File: config.mk
export PLATFORM = sky130hd
export DESIGN_NAME = sys_bus_fabric
export DESIGN_NICKNAME = d
export VERILOG_FILES = /design/src/rtl/sys_bus_fabric.sv
export SDC_FILE = /design/constraint.sdc
export NUM_CORES = 1
export LEC_CHECK = 0
export CORE_UTILIZATION = 39
export CTS_CLUSTER_SIZE = 24
export DETAILED_ROUTE_END_ITERATION = 7
export GPL_ROUTABILITY_DRIVEN = 0
export GPL_TIMING_DRIVEN = 0
export PLACE_DENSITY = 0.84
export SLEW_MARGIN = 15
export SYNTH_ARGS = -nofsm -noshare
export SYNTH_HDL_FRONTEND = slang
export SYNTH_SLANG_ARGS = --single-unit
export TNS_END_PERCENT = 20
File: constraint.sdc
create_clock -name clk -period 3.2 [get_ports clk]
set_clock_uncertainty 0.2 [all_clocks]
set_input_delay 0.8 -clock clk [delete_from_list [all_inputs] [get_ports clk]]
set_output_delay 0.8 -clock clk [all_outputs]
set_load 0.1 [all_outputs]
File: src/rtl/sys_bus_fabric.sv
// Address-decoded system-bus fabric: routes core sys_* accesses to NSLV slave windows
// with a ready handshake, timeout abort and bus-error reporting.
module sys_bus_fabric #(
    parameter int          NSLV      = 4,
    parameter int          DW        = 32,
    parameter logic [31:0] BASE      = 32'h0001_0000,
    parameter int          SLOT_BITS = 12,
    parameter int          TMO       = 15
) (
    input  logic                 clk,
    input  logic                 rst,
    input  logic [31:0]          sys_w_addr,
    input  logic [31:0]          sys_r_addr,
    input  logic [DW-1:0]        sys_w_line,
    input  logic                 sys_write,
    input  logic                 sys_read,
    output logic [DW-1:0]        sys_r_line,
    output logic                 sys_busy,
    output logic                 sys_error,
    output logic [SLOT_BITS-1:0] s_addr,
    output logic [DW-1:0]        s_w_line,
    output logic [NSLV-1:0]      s_write,
    output logic [NSLV-1:0]      s_read,
    input  logic [NSLV*DW-1:0]   s_r_line,
    input  logic [NSLV-1:0]      s_ready
);

    localparam int              SW       = (NSLV > 1) ? $clog2(NSLV) : 1;
    localparam int              CW       = $clog2(TMO + 1);
    localparam logic [31:0]     SPAN     = 32'(NSLV) << SLOT_BITS;
    localparam logic [CW-1:0]   CNT_LAST = CW'(TMO - 1);

    typedef enum logic [1:0] {IDLE, WR, RD} state_t;

    typedef struct packed {
        logic                 hit;
        logic [SW-1:0]        slot;
        logic [SLOT_BITS-1:0] off;
    } dec_t;

    function automatic dec_t decode(input logic [31:0] addr);
        dec_t        d;
        logic [31:0] off;
        off    = addr - BASE;
        d.hit  = (addr >= BASE) && (off < SPAN);
        d.slot = SW'(off >> SLOT_BITS);
        d.off  = off[SLOT_BITS-1:0];
        return d;
    endfunction

    state_t           state, state_d;
    logic [SW-1:0]    slot_q, slot_d;
    logic [SLOT_BITS-1:0] s_addr_d;
    logic [DW-1:0]    s_w_line_d, sys_r_line_d;
    logic             sys_error_d;
    logic             pend_rd, pend_rd_d;
    logic [31:0]      pend_addr, pend_addr_d;
    logic [CW-1:0]    cnt, cnt_d;
    logic             defer_err, defer_err_d;

    logic [DW-1:0]    slot_data [NSLV];
    logic             ready;
    dec_t             w_dec, r_dec, p_dec, rd_dec;
    logic             start_rd, prior_err;

    always_comb begin
        for (int k = 0; k < NSLV; k++) slot_data[k] = s_r_line[k*DW +: DW];
    end

    // State register.
    always_ff @(posedge clk) begin
        // NOTE: flops take non-blocking assignments so every register samples pre-edge values.
        if (!rst) state <= IDLE;
        else      state <= state_d;
    end

    always_ff @(posedge clk) begin
        if (!rst) begin
            slot_q     <= '0;
            s_addr     <= '0;
            s_w_line   <= '0;
            sys_r_line <= '0;
            sys_error  <= 1'b0;
            pend_rd    <= 1'b0;
            pend_addr  <= '0;
            cnt        <= '0;
            defer_err  <= 1'b0;
        end else begin
            slot_q     <= slot_d;
            s_addr     <= s_addr_d;
            s_w_line   <= s_w_line_d;
            sys_r_line <= sys_r_line_d;
            sys_error  <= sys_error_d;
            pend_rd    <= pend_rd_d;
            pend_addr  <= pend_addr_d;
            cnt        <= cnt_d;
            defer_err  <= defer_err_d;
        end
    end

    // Next-state and datapath decisions.
    always_comb begin
        // NOTE: every comb output gets a default first, so no path can infer a latch.
        state_d      = state;
        slot_d       = slot_q;
        s_addr_d     = s_addr;
        s_w_line_d   = s_w_line;
        sys_r_line_d = sys_r_line;
        sys_error_d  = 1'b0;
        pend_rd_d    = pend_rd;
        pend_addr_d  = pend_addr;
        cnt_d        = cnt;
        defer_err_d  = defer_err;
        w_dec        = decode(sys_w_addr);
        r_dec        = decode(sys_r_addr);
        p_dec        = decode(pend_addr);
        rd_dec       = r_dec;
        start_rd     = 1'b0;
        prior_err    = 1'b0;
        ready        = s_ready[slot_q];

        case (state)
            IDLE: begin
                if (sys_write) begin
                    s_w_line_d = sys_w_line;
                    if (w_dec.hit) begin
                        state_d     = WR;
                        slot_d      = w_dec.slot;
                        s_addr_d    = w_dec.off;
                        cnt_d       = '0;
                        pend_rd_d   = sys_read;
                        pend_addr_d = sys_r_addr;
                    end else begin
                        sys_error_d = 1'b1;
                        start_rd    = sys_read;
                        prior_err   = 1'b1;
                    end
                end else if (sys_read) begin
                    start_rd = 1'b1;
                end
            end
            WR: begin
                if (ready || cnt == CNT_LAST) begin
                    state_d     = IDLE;
                    pend_rd_d   = 1'b0;
                    sys_error_d = !ready;
                    start_rd    = pend_rd;
                    rd_dec      = p_dec;
                    prior_err   = !ready;
                end else begin
                    cnt_d = cnt + CW'(1);
                end
            end
            RD: begin
                if (defer_err) begin
                    state_d      = IDLE;
                    defer_err_d  = 1'b0;
                    sys_error_d  = 1'b1;
                    sys_r_line_d = '0;
                end else if (ready) begin
                    state_d      = IDLE;
                    sys_r_line_d = slot_data[slot_q];
                end else if (cnt == CNT_LAST) begin
                    state_d      = IDLE;
                    sys_error_d  = 1'b1;
                    sys_r_line_d = '0;
                end else begin
                    cnt_d = cnt + CW'(1);
                end
            end
            default: state_d = IDLE;
        endcase

        // An unmapped read whose error would coincide with another failure's pulse is
        // parked in RD for one strobe-less cycle so the two pulses stay separate.
        if (start_rd) begin
            if (rd_dec.hit) begin
                state_d     = RD;
                slot_d      = rd_dec.slot;
                s_addr_d    = rd_dec.off;
                cnt_d       = '0;
                defer_err_d = 1'b0;
            end else if (prior_err) begin
                state_d     = RD;
                defer_err_d = 1'b1;
            end else begin
                sys_error_d  = 1'b1;
                sys_r_line_d = '0;
            end
        end
    end

    // Outputs decoded from the registered state.
    always_comb begin
        s_write  = (state == WR) ? (NSLV'(1) << slot_q) : '0;
        s_read   = (state == RD && !defer_err) ? (NSLV'(1) << slot_q) : '0;
        sys_busy = (state != IDLE);
    end

endmodule
### Word-level counts from Yosys, hierarchy flattened

Cells that the tools add are included.

| word-level totals | value |
|---|---|
| bits in latches | 0 |
| ROM bits | 0 |
| output and inout port bits | 86 |
| input port bits | 232 |
| bits in writable memories | 0 |
| memories kept | 0 |
| logic and storage cells | 112 |
| register bits after elaboration | 119 |

| operators by class | value |
|---|---|
| $lt $le $gt $ge | 8 |
| equality and inequality tests | 6 |
| mux-type cells | 69 |
| reductions and logical operators | 13 |
| shift-type cells | 1 |
| bitwise logic cells | 1 |
| $mul | 0 |
| divide/modulo/power cells | 0 |
| add/subtract/negate cells | 4 |

Operator list:

| operator | number |
|---|---|
| $mux W32 | 9 |
| $ge A32 B17 Y1 const B | 3 |
| $lt A32 B15 Y1 const B | 3 |
| $sub A32 B17 Y32 const B | 3 |
| $bmux W32 S2 | 1 |
| $mux W12 | 5 |
| $mux W4 | 10 |
| $mux W15 | 2 |
| $mux W2 | 14 |
| $mux W1 | 21 |
| $pmux W4 S3 | 1 |
| $ne A2 B2 Y1 const B | 3 |
| $pmux W1 S2 | 3 |
| $pmux W2 S3 | 1 |
| $add A4 B1 Y4 const B | 1 |
| $eq A4 B4 Y1 const B | 1 |
| $logic_and A1 B1 Y1 | 4 |
| $reduce_and A4 Y1 | 1 |
| $reduce_bool A2 Y1 | 2 |
| $shl A1 B2 Y4 const A | 1 |
| $ge A3 B3 Y1 const B | 1 |
| $lt A2 B3 Y1 const B | 1 |
| $not A2 Y3 | 1 |
| $pmux W1 S3 | 1 |
| other kinds (8) | 9 |

### Logic depth before layout (Yosys ltp)

| depth | value |
|---|---|
| depth in word-level cells | 10 |
| mapped depth | 9 |
| depth with buffers taken out | 8 |

### Least setup slack after synthesis

No wires, ideal clock.

| path | value |
|---|---|
| kind | register to output |
| from | reg state[1] |
| to | out s_read[0] |
| setup slack | -0.814 ns |
| data arrival time | 3.014 ns |
| cell stages (with the launch flop) | 6 |
| data required time | 2.200 ns |
| path buffers | 2 |
| path through | dfxtp_1 buf_2 nand2b_1 or2_2 clkbuf_1 nor3_1 |

| on the way | value |
|---|---|
| word-level cells in the longest chain between the ends | 3 |

Ends and longest elaborated chain:

| element | line | RTL |
|---|---|---|
| start: declaration | 51 | `state_t state, state_d;` |
| start signal: assignment | 74 | `else state <= state_d;` |
| $eq A2 B2 Y1 | 196 | `s_read = (state == RD && !defer_err) ? (NSLV'(1) << slot_q) : '0;` |
| $logic_and A1 B1 Y1 | 196 |  |
| $mux W4 | 196 |  |
| end: declaration | 23 | `output logic [NSLV-1:0] s_read,` |

No other way between the ends.

### Final worst setup path

| path | value |
|---|---|
| from | reg slot_q[1] |
| to | out s_write[2] |

| on the way | value |
|---|---|
| word-level cells in the longest chain between the ends | 2 |

Ends and longest elaborated chain:

| element | line | RTL |
|---|---|---|
| start: declaration | 52 | `logic [SW-1:0] slot_q, slot_d;` |
| start signal: assignment | 89 | `slot_q <= slot_d;` |
| $shl A1 B2 Y4 | 195 | `s_write = (state == WR) ? (NSLV'(1) << slot_q) : '0;` |
| $mux W4 | 195 |  |
| end: declaration | 22 | `output logic [NSLV-1:0] s_write,` |

No other way between the ends.

==> impl_metrics.py <==
metrics = {
    "status": {
        "status": "complete, no violations",
    },
    "sta": {
        "worst_pin_slew_ns": 1.12,
        "min_period_ns": 3.14,
        "finalWorstSetupSlack_ns": 0.0556,
        "max_freq_mhz": 318,
        "rsz0062_at_grt": "true",
        "fin_crit_sh": 0.983,
        "hold_viol": 0,
        "setup_viol": 0,
        "finalMaxSlewViolations": 0,
        "slew_headroom": 0.248,
    },
    "min_path": {
        "whs_path_depth": 2,
        "hp-start": "pend_addr[24]$_SDFFE_PN0P_",
        "min_to": "pend_addr[24]$_SDFFE_PN0P_",
        "worstHoldPathType": "reg -> reg",
    },
    "cts": {
        "ctsHoldBuffers": 0,
        "h-tree-depth": 4,
        "clkTransAtPathRegs_ns": 0.05,
        "cts_buffers": 17,
        "cts_tree": "yes",
        "cts_sinks": 119,
        "clk_latency_ns": 0.42,
        "cts_buffer_depth": 2,
        "ctsRootBufferMaster": "clkbuf_16",
    },
    "placed_design": {
        "io_buffers": 317,
        "dp_worst_setup_slack_ns": -0.591,
        "hpwl_mm": 17.3,
    },
    "synthesis": {
        "avgSynthCellArea_um2": 8.69,
        "ys_seq_area_frac": 0.410,
        "async_reset_ff_frac": 0,
        "ys_ff_latch": 119,
        "yosysWarningCount": 0,
        "ys_types": 58,
        "postSynthCellCount": 668,
        "synth_flop_cell": "dfxtp_1",
        "synth_edf_count": 0,
        "synth_area_um2": 5810,
        "synthesis.nets": 902,
    },
    "routing": {
        "vias": 6449,
        "viasPerCell": 5.35,
        "drc_errors": 0,
        "drt-total-wl_mm": 22.8,
        "drt_iter0_markers": 404,
        "wl_per_cell_um": 18.9,
        "postRouteAntennaNets": 0,
        "dr.pass1.iters": 5,
    },
    "worst_setup_path": {
        "crit_fanout": 10,
        "start_kind": "flip-flop",
        "end_kind": "primary output",
        "cp_cell_sequence": "clkbuf_2 -> buf_2 -> nand2b_1 -> nor2_1 -> clkdlybuf4s18_2",
        "r2r_cells": 7,
        "arrival_ns": 2.14,
        "rrSetupSlack_ns": 0.48,
        "worstPathRequired_ns": 2.20,
        "r2r_end": "sys_r_line[3]$_SDFF_PN0_",
        "setup.worst_path.class": "reg -> out",
        "reg2reg_from": "slot_q[0]$_SDFF_PN0_",
        "cp_slowest_stage_delay_ns": 0.56,
        "critPathSlowestCell": "clkdlybuf4s18_2",
    },
    "job": {
        "max_cap_viol_count": 0,
    },
    "global_route": {
        "antenna_found_initial": 2,
        "grt-ovfl-total": 0,
        "grt_use_total": 0.289,
        "grt_pass1_wl_mm": 32.8,
        "grt_pass1_vias": 6340,
        "grt_max_degree": 17,
    },
    "die": {
        "boundaryPins": 318,
        "dieHeight_um": 124,
        "die_w_um": 124,
        "die_area_um2": 15400,
        "core_region_area_um2": 14500,
        "initial_utilization": 0.400,
        "rows": 44,
    },
    "power_and_ir_drop": {
        "power_density_nw_per_um2": 441,
        "max-vdd-ir-drop_uv": 332,
        "p_leak_uw": 0.00363,
    },
    "final_layout": {
        "final_cell_mix": "clkdlybuf4s50_1, nand2_1, dfxtp_1",
        "final_common_cell": "clkdlybuf4s50_1",
        "final_nets": 1241,
        "syn_to_final_growth_pct": 70.8,
        "drive_gt1_frac": 0.121,
        "final_core_util": 0.682,
    },
}
-- Yosys cell counts (2+ instances only) --
cell	count	area, µm²
a21boi_0	2	15.0
xor2_1	2	17.5
a31oi_1	3	18.8
ha_1	2	25.0
inv_1	5	18.8
nand2_1	183	687
a21oi_1	93	465
mux2_2	8	90.1
a22oi_1	33	248
clkbuf_1	33	124
dfxtp_1	119	2380
buf_2	9	45.0
or2_2	2	12.5
mux4_2	33	743
nor2_4	2	22.5
buf_1	5	18.8
nor2_1	49	184
o21ai_0	3	15.0
mux2i_1	8	80.1
nand4_1	3	18.8
nor4_1	8	50.1
buf_4	3	22.5
a221oi_1	2	17.5
a211oi_1	2	15.0
nand3_1	3	15.0
nor2b_1	4	25.0
mux2_4	4	60.1
mux2_1	2	22.5
o211a_1	2	20.0
nand2b_1	6	37.5
nor3_1	8	40.0
-- worst max-delay path by stage --
stage                              start                    endpoint  slack, ns  cells past startpoint
detailed placement        sys_w_addr[16]        slot_q[1]$_SDFF_PN0_      -0.59                      8
CTS                       sys_w_addr[25]        slot_q[1]$_SDFF_PN0_      0.009                      8
global route        slot_q[1]$_SDFF_PN0_                  s_write[2]      -0.03                      5
floorplan           slot_q[1]$_SDFF_PN0_                  s_write[0]      -0.66                      3
global placement          sys_w_addr[16]  pend_addr[28]$_SDFFE_PN0P_      -0.77                      8
finish              slot_q[1]$_SDFF_PN0_                  s_write[2]       0.06                      5
-- critical path: cells and delay by family, from the launching register on --
family | cells | cell delay, ns
buffers and inverters | 3 | 1.16
flip-flops | 1 | 0.37
AND/OR/NAND/NOR | 2 | 0.21
-- cell families after synthesis --
| family | count (synthesis) | synth area share |
|---|---|---|
| AND/OR/NAND/NOR | 281 | 0.209 |
| AO/OA/AOI/OAI | 152 | 0.160 |
| flip-flops | 119 | 0.410 |
| buffers and inverters | 57 | 0.0420 |
| multiplexers | 55 | 0.171 |
| XOR/XNOR | 2 | 0.00302 |
| adder cells (fa/ha/maj) | 2 | 0.00431 |
-- timing repair --
| item | 4_1_cts | 5_1_grt |
|---|---|---|
| pin swaps | 1 | 0 |
| setup buffers | 1 | 2 |
| gates resized for setup | 41 | 19 |
| endpoints found under the setup margin | 25 | 76 |
-- per-stage QoR --
step	hold WS [ns]	TNS (ns)	cells	area, µm²	total power (µW)
after detailed placement	0.246	-36.85	1169	9220	2380
after global routing	0.271	-0.0317	1206	9920	4500
after global placement	0.237	-46.45	1169	9220	2370
after floorplan	0.232	-1.40	668	5810	1970
final	0.253	0	1206	9920	4380
after CTS	0.253	0	1202	9870	4380
-- layer usage --
metal / GRT usage / share of wire / vias to the layer above
met4: 0.197 / 0.050 / 0
met2: 0.488 / 0.50 / 295
met5: 0 / 0 / -
met3: 0.103 / 0.084 / 66
met1: 0.301 / 0.36 / 3047
li1: - / - / 3041
-- sequential cells by signal, summed over array words and instances, names as in the netlist --
| name | count |
|---|---|
| pend_addr | 32 |
| s_addr | 12 |
| pend_rd | 1 |
| s_w_line | 32 |
| defer_err | 1 |
| slot_q | 2 |
| cnt | 4 |
| sys_error | 1 |
| sys_r_line | 32 |
| state | 2 |
-- where the power goes --
group | total, µW | switching, µW | internal [µW]
combinational | 827 | 448 | 379
clock | 2010 | 666 | 1350
sequential | 1540 | 19.3 | 1520
-- cell type report --
| type | count | area [µm²] |
|---|---|---|
| Tap cell | 184 | 230 |
| Multi-Input combinational cell | 492 | 3230 |
| Clock buffer | 25 | 515 |
| Antenna cell | 2 | 5.00 |
| Inverter | 6 | 22.5 |
| Timing Repair Buffer | 320 | 3180 |
| Buffer | 51 | 236 |
| Sequential cell | 119 | 2380 |
| Fill cell | 1167 | 4620 |
| Clock inverter | 7 | 114 |
Power figures use the tool's default switching activity.
